==> src/rtl/demux_pkg.sv <==
// Shared constants and types for the registered 1-to-2 demultiplexer.
package demux_pkg;

  localparam int unsigned DEMUX_DEPTH = 2;
  localparam int unsigned DEMUX_PTR_W = 1;
  localparam int unsigned DEMUX_CNT_W = 2;

  // Occupancy counter, 0..DEMUX_DEPTH.
  typedef logic [DEMUX_CNT_W-1:0] fill_t;

  localparam fill_t FILL_EMPTY = 2'd0;
  localparam fill_t FILL_FULL  = 2'd2;

endpackage

==> src/rtl/demux_fifo2.sv <==
// Two-entry circular FIFO with a registered head output.
// The head register holds its last value while empty (0 after reset).
module demux_fifo2
  import demux_pkg::*;
#(
  parameter int unsigned size = 32
) (
  input  logic            clk_i,
  input  logic            rst_i,
  input  logic            push_i,
  input  logic [size-1:0] data_i,
  input  logic            pop_i,
  output logic [size-1:0] data_o,
  output logic            full_o,
  output logic            empty_o,
  output fill_t           count_o
);

  logic [size-1:0]        r_mem [DEMUX_DEPTH];
  logic [DEMUX_PTR_W-1:0] r_wptr;
  logic [DEMUX_PTR_W-1:0] r_rptr;
  fill_t                  r_cnt;
  logic [size-1:0]        r_head;

  logic [DEMUX_PTR_W-1:0] w_wptr_d;
  logic [DEMUX_PTR_W-1:0] w_rptr_d;
  fill_t                  w_cnt_d;
  logic [size-1:0]        w_head_d;
  logic                   w_push;
  logic                   w_pop;

  // Requests are qualified here so the FIFO can never overflow or underflow.
  assign w_push = push_i && (r_cnt != FILL_FULL);
  assign w_pop  = pop_i && (r_cnt != FILL_EMPTY);

  // Next pointers, occupancy and head value.
  always_comb begin
    w_wptr_d = r_wptr;
    w_rptr_d = r_rptr;
    w_cnt_d  = r_cnt;
    w_head_d = r_head;
    if (w_push) w_wptr_d = r_wptr + 1'b1;
    if (w_pop)  w_rptr_d = r_rptr + 1'b1;
    unique case ({w_push, w_pop})
      2'b10:   w_cnt_d = r_cnt + 2'd1;
      2'b01:   w_cnt_d = r_cnt - 2'd1;
      default: w_cnt_d = r_cnt;
    endcase
    // The new head is the incoming beat when it lands at the next read slot.
    if (w_cnt_d != FILL_EMPTY) begin
      if (w_push && (r_wptr == w_rptr_d)) w_head_d = data_i;
      else                                w_head_d = r_mem[w_rptr_d];
    end
  end

  // Storage, pointer and counter registers with synchronous reset.
  always_ff @(posedge clk_i) begin
    if (rst_i) begin
      for (int i = 0; i < DEMUX_DEPTH; i++) r_mem[i] <= '0;
      r_wptr <= '0;
      r_rptr <= '0;
      r_cnt  <= FILL_EMPTY;
      r_head <= '0;
    end else begin
      if (w_push) r_mem[r_wptr] <= data_i;
      r_wptr <= w_wptr_d;
      r_rptr <= w_rptr_d;
      r_cnt  <= w_cnt_d;
      r_head <= w_head_d;
    end
  end

  assign data_o  = r_head;
  assign count_o = r_cnt;
  assign full_o  = (r_cnt == FILL_FULL);
  assign empty_o = (r_cnt == FILL_EMPTY);

endmodule

==> src/rtl/demux_1_to_2_buf.sv <==
// Registered 1-to-2 demultiplexer: one input stream steered per beat into
// one of two independently drained 2-entry buffers.
module demux_1_to_2_buf
  import demux_pkg::*;
#(
  parameter int unsigned size = 32
) (
  input  logic            clk_i,
  input  logic            rst_i,
  input  logic [size-1:0] data_i,
  input  logic            select_i,
  input  logic            valid_i,
  output logic            ready_o,
  output logic [size-1:0] data0_o,
  output logic            valid0_o,
  input  logic            ready0_i,
  output logic [size-1:0] data1_o,
  output logic            valid1_o,
  input  logic            ready1_i,
  output fill_t           fill0_o,
  output fill_t           fill1_o
);

  logic w_full0;
  logic w_full1;
  logic w_empty0;
  logic w_empty1;
  logic w_push0;
  logic w_push1;

  // ready_o depends only on select and fill state, never on consumer readies.
  always_comb begin
    ready_o = select_i ? !w_full1 : !w_full0;
    w_push0 = valid_i && ready_o && !select_i;
    w_push1 = valid_i && ready_o && select_i;
  end

  demux_fifo2 #(
    .size (size)
  ) u_fifo0 (
    .clk_i   (clk_i),
    .rst_i   (rst_i),
    .push_i  (w_push0),
    .data_i  (data_i),
    .pop_i   (ready0_i),
    .data_o  (data0_o),
    .full_o  (w_full0),
    .empty_o (w_empty0),
    .count_o (fill0_o)
  );

  demux_fifo2 #(
    .size (size)
  ) u_fifo1 (
    .clk_i   (clk_i),
    .rst_i   (rst_i),
    .push_i  (w_push1),
    .data_i  (data_i),
    .pop_i   (ready1_i),
    .data_o  (data1_o),
    .full_o  (w_full1),
    .empty_o (w_empty1),
    .count_o (fill1_o)
  );

  assign valid0_o = !w_empty0;
  assign valid1_o = !w_empty1;

endmodule
==> config.mk <==
export PLATFORM = sky130hd
export DESIGN_NAME = demux_1_to_2_buf
export DESIGN_NICKNAME = d
export VERILOG_FILES = /design/src/rtl/demux_pkg.sv /design/src/rtl/demux_fifo2.sv /design/src/rtl/demux_1_to_2_buf.sv
export SDC_FILE = /design/constraint.sdc
export NUM_CORES = 1
export LEC_CHECK = 0
export ABC_AREA = 1
export ABC_CLOCK_PERIOD_IN_PS = 3900
export BUFFER_PORTS_ARGS = -buffer_cell sky130_fd_sc_hd__buf_2
export CAP_MARGIN = 20
export CELL_PAD_IN_SITES_DETAIL_PLACEMENT = 2
export CELL_PAD_IN_SITES_GLOBAL_PLACEMENT = 2
export CORE_MARGIN = 1
export CORE_UTILIZATION = 36
export CTS_BUF_LIST = sky130_fd_sc_hd__clkbuf_8
export CTS_CLUSTER_DIAMETER = 200
export DETAILED_ROUTE_END_ITERATION = 10
export GPL_ROUTABILITY_DRIVEN = 0
export PLACE_DENSITY = 0.88
export SETUP_SLACK_MARGIN = 0.1
export SLEW_MARGIN = 20
export SYNTH_ARGS = -nofsm -noshare
export SYNTH_HDL_FRONTEND = slang
export SYNTH_HIERARCHICAL = 1
export SYNTH_SLANG_ARGS = --single-unit
==> constraint.sdc <==
create_clock -name clk_i -period 3.9 [get_ports clk_i]
set_input_delay 0.195 -clock clk_i [delete_from_list [all_inputs] [get_ports clk_i]]
set_output_delay 0.195 -clock clk_i [all_outputs]
set_load 0.05 [all_outputs]
== Word level (Yosys, flattened, before mapping) ==
Memory sizes are Yosys's and may differ from the RTL's. A register that Yosys moved wholly into a read port is not among the register bits.
Cells that the tools add are included.

* Add/sub/neg operators: 8
* Equality and inequality tests: 8
* Multiplexer cells: 19
* Reduce and logical (&&, ||, !) cells: 20

{| class="wikitable"
|+ Operators by type and width
! operator !! count
|-
| 32-bit two-way mux || 2
|-
| 32-bit OR reduction || 2
|-
| 1-bit two-way mux || 15
|-
| 2-bit == test, second input constant || 4
|-
| 2-bit one-hot mux with 2 select lines || 2
|-
| 2-bit nonzero test || 4
|-
| 1-bit logical AND || 7
|-
| 1-bit logical NOT || 5
|-
| 1-bit adder, second input constant || 4
|-
| 2-bit by 1-bit adder with 2-bit output, second input constant || 2
|-
| 2-bit by 1-bit == test with 1-bit output, second input constant || 2
|-
| 2-bit logical NOT || 2
|-
| 2-bit inequality test, second input constant || 2
|-
| 2-bit by 1-bit subtractor with 2-bit output, second input constant || 2
|}

* Bits in registers: 8
* RAM bits: 128
* Input bits: 38
* Word-level logic and storage cells: 63
* Memories kept: 2

{| class="wikitable"
|+ Memory list
! name !! words !! width !! read ports !! clocked after Yosys merged registers in !! write ports !! RTL line !! text
|-
| u_fifo0.r_mem || 2 || 32 || 1 || 1 || 2 || demux_fifo2.sv:19 || <nowiki>logic [size-1:0] r_mem [DEMUX_DEPTH];</nowiki>
|-
| u_fifo1.r_mem || 2 || 32 || 1 || 1 || 2 || demux_fifo2.sv:19 ||
|}

== Logic depth before layout (Yosys ltp) ==
* Depth in word-level cells: 11
* Mapped depth: 18

== By module ==
Netlist, hierarchy kept.

{| class="wikitable"
|+ Modules (own cells, without submodules)
! module !! times used !! cells an instance !! area each (um^2) !! seq. area each (um^2)
|-
| demux_fifo2 (u_fifo1) || 1 || 586 || 4783.3 || 2642.5
|-
| demux_fifo2 (u_fifo0) || 1 || 586 || 4780.8 || 2642.5
|-
| demux_1_to_2_buf || 1 || 11 || 46.3 || 0.0
|}

== Least setup slack after synthesis ==
No wires, ideal clock.

* Path type: register -> register
* From: reg u_fifo1.r_cnt[1] (netlist: u_fifo1/count_o[1])
* To: mem u_fifo1.r_mem[1][0] (enable)
* Setup time: 478 ps
* Arrival: 2351 ps
* Required time: 3422 ps
* Slack: 1071 ps
* Stages on the path, launching flop included: 11
* Path buffers: 1
* Period minus slack after synthesis: 2829 ps
* Path through: dfxtp_1 inv_1 nor2_1 inv_1 nand2_1 nor2_1 o21ai_1 nor2_4 nand2_1 clkbuf_1 nand2_1

{| class="wikitable"
|+ RTL lines
! what !! RTL line !! text
|-
| start, declared || demux_fifo2.sv:22 || <nowiki>fill_t r_cnt;</nowiki>
|-
| start signal, assigned || demux_fifo2.sv:68 || <nowiki>r_cnt <= w_cnt_d;</nowiki>
|-
| end, declared || demux_fifo2.sv:19 ||
|}

== Worst setup path in the final report ==
* From: reg u_fifo0.r_cnt[1] (netlist: u_fifo0/count_o[1])
* To: reg u_fifo0.r_head[10] (netlist: u_fifo0/data_o[10]) (read register of u_fifo0.r_mem)

* Cells in the longest elaborated chain, start to end: 9

{| class="wikitable"
|+ Ends and longest elaborated chain
! what !! RTL line !! text
|-
| start, declared || demux_fifo2.sv:22 ||
|-
| start signal, assigned || demux_fifo2.sv:68 ||
|-
| 2-bit == test * || demux_fifo2.sv:75 || <nowiki>assign full_o = (r_cnt == FILL_FULL);</nowiki>
|-
| via w_full0 || demux_1_to_2_buf.sv:24 || <nowiki>logic w_full0;</nowiki>
|-
| 1-bit logical NOT * || demux_1_to_2_buf.sv:33 || <nowiki>ready_o = select_i ? !w_full1 : !w_full0;</nowiki>
|-
| 1-bit two-way mux * || demux_1_to_2_buf.sv:33 ||
|-
| 1-bit logical AND * (2 in series) || demux_1_to_2_buf.sv:34 || <nowiki>w_push0 = valid_i && ready_o && !select_i;</nowiki>
|-
| via w_push0 || demux_1_to_2_buf.sv:28 || <nowiki>logic w_push0;</nowiki>
|-
| 1-bit logical AND * || demux_fifo2.sv:33 || <nowiki>assign w_push = push_i && (r_cnt != FILL_FULL);</nowiki>
|-
| 2-bit by 1-bit == test with 1-bit output / 2-bit == test (equally long branches) || demux_fifo2.sv:44 || <nowiki>unique case ({w_push, w_pop})</nowiki>
|-
| 2-bit one-hot mux with 2 select lines * || demux_fifo2.sv:44 ||
|-
| 2-bit nonzero test * || demux_fifo2.sv:50 || <nowiki>if (w_cnt_d != FILL_EMPTY) begin</nowiki>
|-
| end, declared || demux_fifo2.sv:23 || <nowiki>logic [size-1:0] r_head;</nowiki>
|}

Mark *: on every way through the listed nets, which the timed path passes. The rest lies on a longest branch.
A chain may end at the register's enable or synchronous reset.

==> results.toml <==
[cts]
numCtsBuffers = 17
cts_tree = "yes"
worstSkewPairLatency_ns = 0.48
cts-root-buf = "clkbuf_8"
clk_pin_slew_worst_paths_ns = 0.10
numClockSinks = 200
cts_setup_buffers = 0
cts_hold_buf = 0
ctsResizeCount = 0
clock_path_buffers = 2
htreeDepth = 4

[timing]
period_minus_slack_ns = 3.10
drv_slew = 0
fmax_ghz = 0.322
fin_crit_sh = 0.795
setup-violations-final = 0
setup_ws_ns = 0.798
grt_setup_unrepaired = "false"
slew_headroom = 0.489
setup_tns_ns = 0
fin_skew_ns = 0.0148
worst_pin_slew_ns = 0.764
final_hold_viol_count = 0

[pwr]
p_comb_frac = 0.522
power_frac_seq = 0.326
p_int_mw = 4.34
power.switching_mw = 4.45
leakage_nw = 5.35
swShare = 0.506
power.density_nw_per_um2 = 815
p_clk_frac = 0.152
ir_drop_mv = 0.471

[setup_path]
crit_chain = "inv_1 -> nor2_1 -> inv_1 -> nand2_2 -> nor2_2 -> o21ai_1 -> ha_1 -> xnor2_1 -> nor2_4 -> inv_2 -> buf_4 -> nand3_1 -> nand2_1 -> inv_1"
max_stage_delay_ns = 0.54
slowest_stage = "inv_2"
end_kind = "register"
path_common_cell = "inv_1"
crit_type = "reg -> reg"
crit_family = "buffers and inverters"
critPathArrivalTime_ns = 3.49
r2r_slack_ns = 0.80
crit_path_max_fanout = 35
critPathLaunchType = "register"
crit_required_ns = 4.29
crit_buf_inv = 5

[final_layout]
drive_gt1_frac = 0.159
syn_to_final_growth_pct = 12.3
antenna_cells = 0
final_nets = 1306
utilization = 0.413
stdcell_count = 1614

[synth]
synth_cells = 1183
yosys.area_share.simple = 0.338
synth.largest_area_cell = "edfxtp_1"
synth-compound-area-share = 0.0124
synthArstFlopShare = 0
synth_xor_xnor_area_share = 0.00182
synthAdderAreaFrac = 0.00260
synth_flop_cell = "edfxtp_1"
ys_ff_latch = 200
synth_area_um2 = 9610
yosysMostFrequentCell = "nand2_1"
muxShareOfSynthArea = 0
yosysSeqAreaShare = 0.550
syn_nets = 1223
synth.area.top_cells = "edfxtp_1 (40%), dfxtp_1 (15%), nand3_1 (10%)"
synth_edf_count = 128
synth_top_area_frac = 0.400
ys_types = 24
synthTopCellsByCount = "nand2_1 (265), nor2_1 (235), nand3_1 (201)"
synth_top_family_by_area = "simple AND/OR/NAND/NOR gates"
yosys_warnings = 6
avgSynthCellArea_um2 = 8.12

[route]
via_count = 8392
first_pass_iters = 8
routedWlPerCell_um = 20.5
drt_iter0_markers = 465
wirelength_mm = 33.2
viasPerCell = 5.20
drcViolationCount = 22
antenna_left = 0

[global_routing]
grt_overflow = 0
antenna_found_initial = 0
grt_pass1_wl_mm = 51.3
grt_max_degree = 49
gr-usage-all-layers = 0.252
grt_pass1_vias = 9190

[run]
maxCapViolCount = 0

[floorplanning]
start_util = 0.368
core.rowCount = 59
die_y_um = 165
die_area_um2 = 27400
ios = 109
core_region_area_um2 = 26100
fp.dieW_um = 165

[status]
violations = "DRC"
outcome = "finished with violations"

[placement]
port_buffers = 108
post-place-ws_ns = 0.760
dp_hpwl_mm = 21.8
dp_cells = 1582

[min_path]
hp-class = "in -> reg"
-- power by group through the flow --
stage               Sequential, mW  Combinational, mW  Clock [mW]
finish                        2.86               4.59        1.34
global placement              2.89               4.39           0
floorplan                     3.73               2.65           0
detailed placement            2.92               4.59           0
global route                  2.91               5.03        1.44
CTS                           2.87               4.65        1.37
-- state kept, by name (all words and copies together), names as in the netlist --
name and flops:
u_fifo1/r_wptr 1, u_fifo1/data_o 32, u_fifo1/r_rptr 1, u_fifo0/r_rptr 1, u_fifo0/data_o 32, u_fifo0/r_mem 64, u_fifo0/r_wptr 1, u_fifo1/count_o 2
u_fifo0/count_o 2, u_fifo1/r_mem 64
-- path summary, 6_finish.rpt --
kind                       from                   end  cells after the start
min reg2reg  u_fifo1/data_o[20]    u_fifo1/data_o[20]                      2
max          u_fifo0/count_o[1]    u_fifo0/data_o[10]                     14
max reg2reg  u_fifo0/count_o[1]    u_fifo0/data_o[10]                     14
min                  data_i[10]  u_fifo0/r_mem[0][10]                      3
-- layout by cell type, fill, tap and decap left out, drive strengths merged, types with 16 or more instances in the layout --
| cell | instances |
|---|---|
| nand2 | 273 |
| nor2 | 240 |
| nand3 | 222 |
| inv | 161 |
| buf | 130 |
| edfxtp | 128 |
| dfxtp | 72 |
| clkbuf | 17 |
| a21oi | 16 |
-- routing by layer --
metal | routed length (um) | share of wire | up-vias | global-route usage
li1 | - | - | 3895 | -
met1 | 14000 | 0.42 | 4267 | 0.300
met2 | 17400 | 0.52 | 189 | 0.468
met3 | 1140 | 0.034 | 41 | 0.0330
met4 | 694 | 0.021 | 0 | 0.0727
met5 | 0 | 0 | - | 0
-- worst reg2reg max path, stage by stage, from the launching register on --
cell     delay (ns)
dfxtp_1        0.38
inv_1          0.10
nor2_1         0.21
inv_1          0.09
nand2_2        0.11
nor2_2         0.06
o21ai_1        0.21
ha_1           0.32
xnor2_1        0.29
nor2_4         0.13
inv_2          0.54
buf_4          0.33
nand3_1        0.12
nand2_1        0.08
inv_1          0.04
-- cell type report --
type | count | area [um2]
clock inverter | 15 | 140
clock buffer | 17 | 234
fill | 3041 | 15300
multi-input combinational | 763 | 3410
inverter | 154 | 578
tap | 335 | 419
sequential | 200 | 5290
timing repair buffer | 130 | 731
-- logic make-up after synthesis --
family,count (synthesis)
AND/OR/NAND/NOR,739
buffers and inverters,220
flip-flops,200
AO/OA/AOI/OAI,20
XOR/XNOR,2
adder cells (fa/ha/maj),2
-- stage by stage --
step	power [mW]	hold slack (ns)	cell area, um2
final	8.79	0.106	10800
after global placement	7.28	0.453	10400
after floorplan	6.38	0.415	9610
after global routing	9.38	0.103	10800
after detailed placement	7.51	0.463	10400
after CTS	8.89	0.0865	10800
No activity file was read; power rests on OpenSTA's default activity.
